File: config.mk
export PLATFORM = sky130hd
export DESIGN_NAME = branch_redirect_unit_flat
export DESIGN_NICKNAME = d
export VERILOG_FILES = /design/src/rtl/branch_redirect_unit_if.sv /design/src/rtl/branch_redirect_unit.sv /design/src/flat_wrapper.sv
export SDC_FILE = /design/constraint.sdc
export NUM_CORES = 1
export LEC_CHECK = 0
export ABC_AREA = 1
export CAP_MARGIN = 25
export CORE_MARGIN = 3
export CORE_UTILIZATION = 45
export DETAILED_ROUTE_END_ITERATION = 12
export GPL_ROUTABILITY_DRIVEN = 0
export GPL_TIMING_DRIVEN = 0
export PLACE_DENSITY_LB_ADDON = 0.2
export RECOVER_POWER = 50
export SLEW_MARGIN = 0
export SYNTH_ARGS = -nofsm -noshare
export SYNTH_HDL_FRONTEND = slang
export SYNTH_SLANG_ARGS = --single-unit
File: constraint.sdc
create_clock -name clk -period 4.55 [get_ports clk]
set_input_delay 0.455 -clock clk [delete_from_list [all_inputs] [get_ports clk]]
set_output_delay 0.455 -clock clk [all_outputs]
set_load 0.03 [all_outputs]
File: src/rtl/branch_redirect_unit_if.sv
// Redirect interface between the Execute-stage branch resolver and its consumers.
// Carries the Execute operands in, and the redirect, flush, misalign and counter results out.
interface branch_redirect_unit_if #(
    parameter int unsigned CNT_W = 16
);
    logic             ValidE;
    logic             BranchE;
    logic             JumpE;
    logic             JalrE;
    logic [2:0]       Funct3E;
    logic [31:0]      SrcAE;
    logic [31:0]      SrcBE;
    logic [31:0]      PCE;
    logic [31:0]      ImmExtE;
    logic             PCSrcE;
    logic [31:0]      PCTargetE;
    logic             FlushD;
    logic             FlushE;
    logic             MisalignE;
    logic [31:0]      MisalignPC;
    logic [CNT_W-1:0] BranchCount;
    logic [CNT_W-1:0] TakenCount;

    modport master (
        output ValidE, BranchE, JumpE, JalrE, Funct3E, SrcAE, SrcBE, PCE, ImmExtE,
        input  PCSrcE, PCTargetE, FlushD, FlushE, MisalignE, MisalignPC,
               BranchCount, TakenCount
    );

    modport slave (
        input  ValidE, BranchE, JumpE, JalrE, Funct3E, SrcAE, SrcBE, PCE, ImmExtE,
        output PCSrcE, PCTargetE, FlushD, FlushE, MisalignE, MisalignPC,
               BranchCount, TakenCount
    );
endinterface

File: src/rtl/branch_redirect_unit.sv
// Execute-stage branch/JAL/JALR resolver: zero-latency PC redirect with flushes,
// a one-cycle shadow after each redirect, and a sticky halt on misaligned targets.
module branch_redirect_unit #(
    parameter int unsigned CNT_W = 16
) (
    input  logic                  clk,
    input  logic                  rst,
    branch_redirect_unit_if.slave bru
);
    typedef enum logic [1:0] {
        ST_RUN    = 2'd0,
        ST_SHADOW = 2'd1,
        ST_HALT   = 2'd2
    } state_e;

    localparam logic [CNT_W-1:0] CNT_MAX = '1;

    state_e           state_q, state_d;
    logic [CNT_W-1:0] branch_count_q, branch_count_d;
    logic [CNT_W-1:0] taken_count_q, taken_count_d;
    logic             misalign_q, misalign_d;
    logic [31:0]      misalign_pc_q, misalign_pc_d;

    logic [31:0]      target_sum;
    logic [31:0]      target;
    logic             cond;
    logic             want;
    logic             tgt_misaligned;
    logic             redirect;
    logic             branch_inc;
    logic             taken_inc;
    logic             misalign_set;

    // JALR adds to rs1 and drops bit 0; everything else is PC-relative.
    always_comb begin
        target_sum = (bru.JalrE ? bru.SrcAE : bru.PCE) + bru.ImmExtE;
        target     = bru.JalrE ? {target_sum[31:1], 1'b0} : target_sum;
    end

    always_comb begin
        cond = 1'b0;
        case (bru.Funct3E)
            3'b000:  cond = (bru.SrcAE == bru.SrcBE);
            3'b001:  cond = (bru.SrcAE != bru.SrcBE);
            3'b100:  cond = ($signed(bru.SrcAE) <  $signed(bru.SrcBE));
            3'b101:  cond = ($signed(bru.SrcAE) >= $signed(bru.SrcBE));
            3'b110:  cond = (bru.SrcAE <  bru.SrcBE);
            3'b111:  cond = (bru.SrcAE >= bru.SrcBE);
            default: cond = 1'b0;
        endcase
    end

    assign want           = bru.ValidE & (bru.JumpE | bru.JalrE | (bru.BranchE & cond));
    assign tgt_misaligned = |target[1:0];

    // Next-state logic; reset is applied in the state register.
    always_comb begin
        state_d = state_q;
        case (state_q)
            ST_RUN:    if (want) state_d = tgt_misaligned ? ST_HALT : ST_SHADOW;
            ST_SHADOW: state_d = ST_RUN;
            ST_HALT:   state_d = ST_HALT;
            default:   state_d = ST_RUN;
        endcase
    end

    // Only RUN may redirect or count; reset gates everything in its own cycle.
    always_comb begin
        redirect     = 1'b0;
        taken_inc    = 1'b0;
        branch_inc   = 1'b0;
        misalign_set = 1'b0;
        if (!rst && state_q == ST_RUN) begin
            redirect     = want & ~tgt_misaligned;
            taken_inc    = want & ~tgt_misaligned;
            branch_inc   = bru.ValidE & bru.BranchE;
            misalign_set = want & tgt_misaligned;
        end
    end

    always_comb begin
        branch_count_d = branch_count_q;
        taken_count_d  = taken_count_q;
        if (branch_inc && branch_count_q != CNT_MAX) branch_count_d = branch_count_q + CNT_W'(1);
        if (taken_inc && taken_count_q != CNT_MAX)   taken_count_d  = taken_count_q + CNT_W'(1);
        misalign_d    = misalign_q | misalign_set;
        misalign_pc_d = misalign_set ? bru.PCE : misalign_pc_q;
    end

    always_ff @(posedge clk) begin
        if (rst) begin
            state_q        <= ST_RUN;
            branch_count_q <= '0;
            taken_count_q  <= '0;
            misalign_q     <= 1'b0;
            misalign_pc_q  <= '0;
        end else begin
            state_q        <= state_d;
            branch_count_q <= branch_count_d;
            taken_count_q  <= taken_count_d;
            misalign_q     <= misalign_d;
            misalign_pc_q  <= misalign_pc_d;
        end
    end

    assign bru.PCSrcE      = redirect;
    assign bru.FlushD      = redirect;
    assign bru.FlushE      = redirect;
    assign bru.PCTargetE   = target;
    assign bru.MisalignE   = misalign_q;
    assign bru.MisalignPC  = misalign_pc_q;
    assign bru.BranchCount = branch_count_q;
    assign bru.TakenCount  = taken_count_q;
endmodule

File: src/flat_wrapper.sv
// flat-port wrapper written by rule: the top's interface ports become plain ports
module branch_redirect_unit_flat 
#(
    parameter int unsigned CNT_W = 16
)
  (clk, rst, bru_ValidE, bru_BranchE, bru_JumpE, bru_JalrE, bru_Funct3E, bru_SrcAE, bru_SrcBE, bru_PCE, bru_ImmExtE, bru_PCSrcE, bru_PCTargetE, bru_FlushD, bru_FlushE, bru_MisalignE, bru_MisalignPC, bru_BranchCount, bru_TakenCount);
  branch_redirect_unit_if #(.CNT_W(CNT_W)) bru_i ();
  input  logic clk;
  input  logic rst;
  input wire logic [$bits(bru_i.ValidE)-1:0] bru_ValidE;
  input wire logic [$bits(bru_i.BranchE)-1:0] bru_BranchE;
  input wire logic [$bits(bru_i.JumpE)-1:0] bru_JumpE;
  input wire logic [$bits(bru_i.JalrE)-1:0] bru_JalrE;
  input wire logic [$bits(bru_i.Funct3E)-1:0] bru_Funct3E;
  input wire logic [$bits(bru_i.SrcAE)-1:0] bru_SrcAE;
  input wire logic [$bits(bru_i.SrcBE)-1:0] bru_SrcBE;
  input wire logic [$bits(bru_i.PCE)-1:0] bru_PCE;
  input wire logic [$bits(bru_i.ImmExtE)-1:0] bru_ImmExtE;
  output wire logic [$bits(bru_i.PCSrcE)-1:0] bru_PCSrcE;
  output wire logic [$bits(bru_i.PCTargetE)-1:0] bru_PCTargetE;
  output wire logic [$bits(bru_i.FlushD)-1:0] bru_FlushD;
  output wire logic [$bits(bru_i.FlushE)-1:0] bru_FlushE;
  output wire logic [$bits(bru_i.MisalignE)-1:0] bru_MisalignE;
  output wire logic [$bits(bru_i.MisalignPC)-1:0] bru_MisalignPC;
  output wire logic [$bits(bru_i.BranchCount)-1:0] bru_BranchCount;
  output wire logic [$bits(bru_i.TakenCount)-1:0] bru_TakenCount;
  assign bru_i.ValidE = bru_ValidE;
  assign bru_i.BranchE = bru_BranchE;
  assign bru_i.JumpE = bru_JumpE;
  assign bru_i.JalrE = bru_JalrE;
  assign bru_i.Funct3E = bru_Funct3E;
  assign bru_i.SrcAE = bru_SrcAE;
  assign bru_i.SrcBE = bru_SrcBE;
  assign bru_i.PCE = bru_PCE;
  assign bru_i.ImmExtE = bru_ImmExtE;
  assign bru_PCSrcE = bru_i.PCSrcE;
  assign bru_PCTargetE = bru_i.PCTargetE;
  assign bru_FlushD = bru_i.FlushD;
  assign bru_FlushE = bru_i.FlushE;
  assign bru_MisalignE = bru_i.MisalignE;
  assign bru_MisalignPC = bru_i.MisalignPC;
  assign bru_BranchCount = bru_i.BranchCount;
  assign bru_TakenCount = bru_i.TakenCount;
  branch_redirect_unit #(.CNT_W(CNT_W)) u_core (.clk(clk), .rst(rst), .bru(bru_i));
endmodule
==> flow_summary.toml <==
[setup_path]
reg2reg_depth = 14
critPathMaxFanout = 10
cpMaxStageDelayCell = "sky130_fd_sc_hd__dlygate4sd2_1"
worstPathRequired_ps = 4090
path_cells = "buf_2, buf_4, nor2_1, a21oi_1, ha_1, inv_1, fa_1, o21ai_1, a21oi_1, o21ai_1, nand2_1, o21a_1, o21ai_2, a21oi_1, xor2_1, dlygate4sd2_1"
worstReg2RegEnd = "u_core.bru.BranchCount[14]$_SDFFE_PP0P_"
rr_startpoint = "u_core.bru.BranchCount[0]$_SDFFE_PP0P_"
critical_path_arrival_ps = 3860
worst_setup_path_end_kind = "output port"
timing.reg2reg.setup_slack_ps = 2230
critical_path.max_stage_delay_ps = 420
critical_path_class = "input port to output port"
critical-path-top-cell-by-count = "sky130_fd_sc_hd__a21oi_1"
start_kind = "input port"

[die]
rows = 41
die-height_um = 122.6
fp.dieW_um = 122.6
pin_count = 237
fp.dieArea_sq_um = 15020
design.core.area_sq_um = 12930
initial_utilization_pct = 47.30

[pwr]
leakagePower_nw = 4.557
irDropWorstVdd_uv = 176.8
fin_total_pwr_mw = 2.478
p_per_area_nw_per_um2 = 274.7

[drt]
detailedRoute.firstIterationViolations = 402
post_drt_wl_per_cell_um = 13.87
antenna_left = 0
vias = 6740
detail_route.drc_violations = 0
drt_wl_total_um = 18960
avgViaCountPerCell = 4.931
detail_route.first_pass.iterations = 7

[grt]
grt_first_pass_wirelength_um = 29960
vias_in_the_first_global_route = 6341
global_route.overflow_total = 0
antenna_found_initial = 0
total_routing_usage_gr_pct = 24.94
grt_start_max_net_pins = 13

[flow_run]
drv.max_cap_violation_count = 0

[sta]
max_slew.worst_pin.slew_ps = 640.7
post-route-worst-setup-slack_ps = 234.5
timing.fmax_mhz = 231.7
final_hold_viol_count = 0
slew_viol_final = 0
setup-violations-final = 0
worst_slew_margin_rel_pct = 56.84
timing.final.crit_period_ps = 4315
worst_clock_skew_ps = 5.952
rsz_0062_raised_after_global_routing = "no"
period_share_pct = 94.85

[min_path]
hold_path_class = "flop to flop"
whs_path_depth = 2
worstHoldEndpoint = "u_core.bru.MisalignE$_SDFF_PP0_"
holdCritStartpoint = "u_core.bru.MisalignE$_SDFF_PP0_"

[layout]
register_area_sq_um = 1341
finish.net_count = 1393
synthToLayoutAreaGrowth_pct = 47.53
area_of_the_multi_input_gates_sq_um = 3971
fraction_of_layout_instances_using_a_drive_strength_above_1_pct = 6.695
num_antenna_cells = 0
fillerInstances = 1185

[placed_design]
place.detailed.hpwl_um = 15730
place_worst_setup_slack_ps = -530.1
io_buffer_count = 233

[yosys]
synth-warning-count = 0
synth_largest_area_cell = "sky130_fd_sc_hd__dfxtp_1"
synth.top_cell.area_share_pct = 21.94
synthesis.area_sq_um = 6115
synth.lib_cells_used.distinct = 44
ys_async_sr_fraction_pct = 0
syn-mean-instance-area_sq_um = 6.477
synth.ff_latch_count = 67
synth_flop_cell = "sky130_fd_sc_hd__dfxtp_1"
syn_nets = 1147
synth_seq_area_share_pct = 21.94
synth_cells = 944
post_synth_edffs = 0
post_synth_main_area_contributors = "sky130_fd_sc_hd__dfxtp_1 22%, sky130_fd_sc_hd__ha_1 13%, sky130_fd_sc_hd__nand2_1 13%"

[clocking]
worst_setup_hold_path_clk_slew_ps = 60
cts_htree_levels = 3
tritoncts = "yes"
clk_path_buf_depth = 2
cts_buffers = 9
ctsRootBufferMaster = "sky130_fd_sc_hd__clkbuf_16"
clkSinkCount = 67
clock_network_latency_to_the_later_pin_of_the_worst_skew_pair_ps = 340

[run_status]
run_status = "finished clean"
sequential cells by signal (all words and copies together), names as in the netlist:
register and cells:
u_core.bru.MisalignPC 32, u_core.bru.BranchCount 16, u_core.bru.TakenCount 16, u_core.state_q 2
u_core.bru.MisalignE 1
kinds of logic after synthesis:
logic type / after synthesis / share of synthesized area (%)
AO/OA/AOI/OAI: 125 / 11.87
XOR/XNOR: 32 / 4.584
adder cells (fa/ha/maj): 66 / 13.63
buffers and inverters: 198 / 13.18
flip-flops: 67 / 21.94
multiplexers: 30 / 5.504
AND/OR/NAND/NOR: 426 / 29.30
metrics by stage:
step / util, % / hold WS [ps] / area [sq um] / setup TNS [ps] / instances
5_1_grt: 69.78 / 469.0 / 9021 / 0 / 1367
4_1_cts: 69.51 / 457.1 / 8986 / 0 / 1365
3_3_place_gp: 67.01 / 434.4 / 8662 / -2948 / 1349
3_5_place_dp: 67.01 / 445.2 / 8662 / -3760 / 1349
6_report: 69.78 / 458.8 / 9021 / 0 / 1367
2_1_floorplan: - / 484.1 / 6115 / 0 / 944
synthesized netlist by cell type (5+ instances only):
master and n:
sky130_fd_sc_hd__o21ai_1 6, sky130_fd_sc_hd__nand4_1 22, sky130_fd_sc_hd__o21a_1 5, sky130_fd_sc_hd__nand3_1 26
sky130_fd_sc_hd__a21oi_1 56, sky130_fd_sc_hd__inv_1 172, sky130_fd_sc_hd__dfxtp_1 67, sky130_fd_sc_hd__a31oi_1 8
sky130_fd_sc_hd__clkbuf_1 7, sky130_fd_sc_hd__buf_2 5, sky130_fd_sc_hd__nand2_1 207, sky130_fd_sc_hd__o21bai_1 13
sky130_fd_sc_hd__mux2_2 29, sky130_fd_sc_hd__ha_1 65, sky130_fd_sc_hd__buf_6 5, sky130_fd_sc_hd__xor2_1 21
sky130_fd_sc_hd__xnor2_1 11, sky130_fd_sc_hd__nor2_1 130, sky130_fd_sc_hd__o21ai_0 22, sky130_fd_sc_hd__nor3_1 22
routing by layer:
layer	share of wire [%]	wire, um	track usage, %
met2	46	8788	42.73
met1	42	8054	29.95
met5	0	0	0
met3	8.6	1624	7.235
met4	2.6	491	8.188
worst max-delay path by stage:
| stage | from | to | slack, ps |
|---|---|---|---|
| final | bru_JalrE | bru_PCTargetE[30] | 230 |
| after global placement | bru_JalrE | bru_PCTargetE[30] | -480 |
| after CTS | bru_JalrE | bru_PCTargetE[28] | 3 |
| after floorplan | bru_JalrE | bru_PCTargetE[28] | 620 |
| after detailed placement | bru_JalrE | bru_PCTargetE[30] | -530 |
| after global routing | bru_SrcBE[22] | bru_FlushE | 20 |
where the power goes:
group / switching [mW] / internal [mW]
combinational: 0.628 / 0.471
clock: 0.267 / 0.480
sequential: 0.0152 / 0.617
final cells by class:
type                            instances  share of cell area, %
Buffer                                 24                  1.803
Clock buffer                           10                  2.538
Clock inverter                          6                 0.9986
Inverter                              174                  7.240
Multi-Input combinational cell        679                  44.02
Sequential cell                        67                  14.87
Tap cell                              172                  2.386
Timing Repair Buffer                  235                  26.14
critical path: cells and delay by family:
family / cells / cell delay, ps
xor+xnor: 1 / 170
compound gates: 7 / 1430
fa+ha+maj: 2 / 580
simple gates: 2 / 200
buf+inv: 4 / 1000
timing repair:
item                       CTS  global route
pin swaps                    0             1
gates cloned                 0             0
setup buffers                0             2
resized for setup           10            11
hold buffers                 0             0
setup endpoints to repair   17            11
placed cells by master (no fill, tap or decap), drive strengths merged, types with 2 or more instances in the layout:
| master | netlist | final |
|---|---|---|
| nand2 | 211 | 211 |
| a221oi | 2 | 2 |
| a31oi | 8 | 8 |
| and3 | 2 | 2 |
| nand3 | 26 | 26 |
| bufinv | 0 | 2 |
| a211oi | 3 | 3 |
| o21a | 5 | 5 |
| dlygate4sd2 | 0 | 3 |
| dfxtp | 67 | 67 |
| nor4 | 2 | 2 |
| nor3b | 4 | 4 |
| o21ai | 29 | 29 |
| a21boi | 3 | 3 |
| dlygate4sd3 | 0 | 66 |
| clkbuf | 7 | 17 |
| a21oi | 58 | 58 |
| nor3 | 22 | 22 |
| xnor2 | 11 | 11 |
| clkinv | 0 | 3 |
| buf | 17 | 19 |
| o21bai | 13 | 13 |
| xor2 | 21 | 21 |
| dlymetal6s2s | 0 | 6 |
| mux2 | 29 | 29 |
| clkdlybuf4s50 | 0 | 158 |
| inv | 174 | 174 |
| nand4 | 23 | 23 |
| nor2 | 134 | 134 |
| a21o | 3 | 3 |
| ha | 65 | 65 |
No activity file was read; power rests on OpenSTA's default activity.
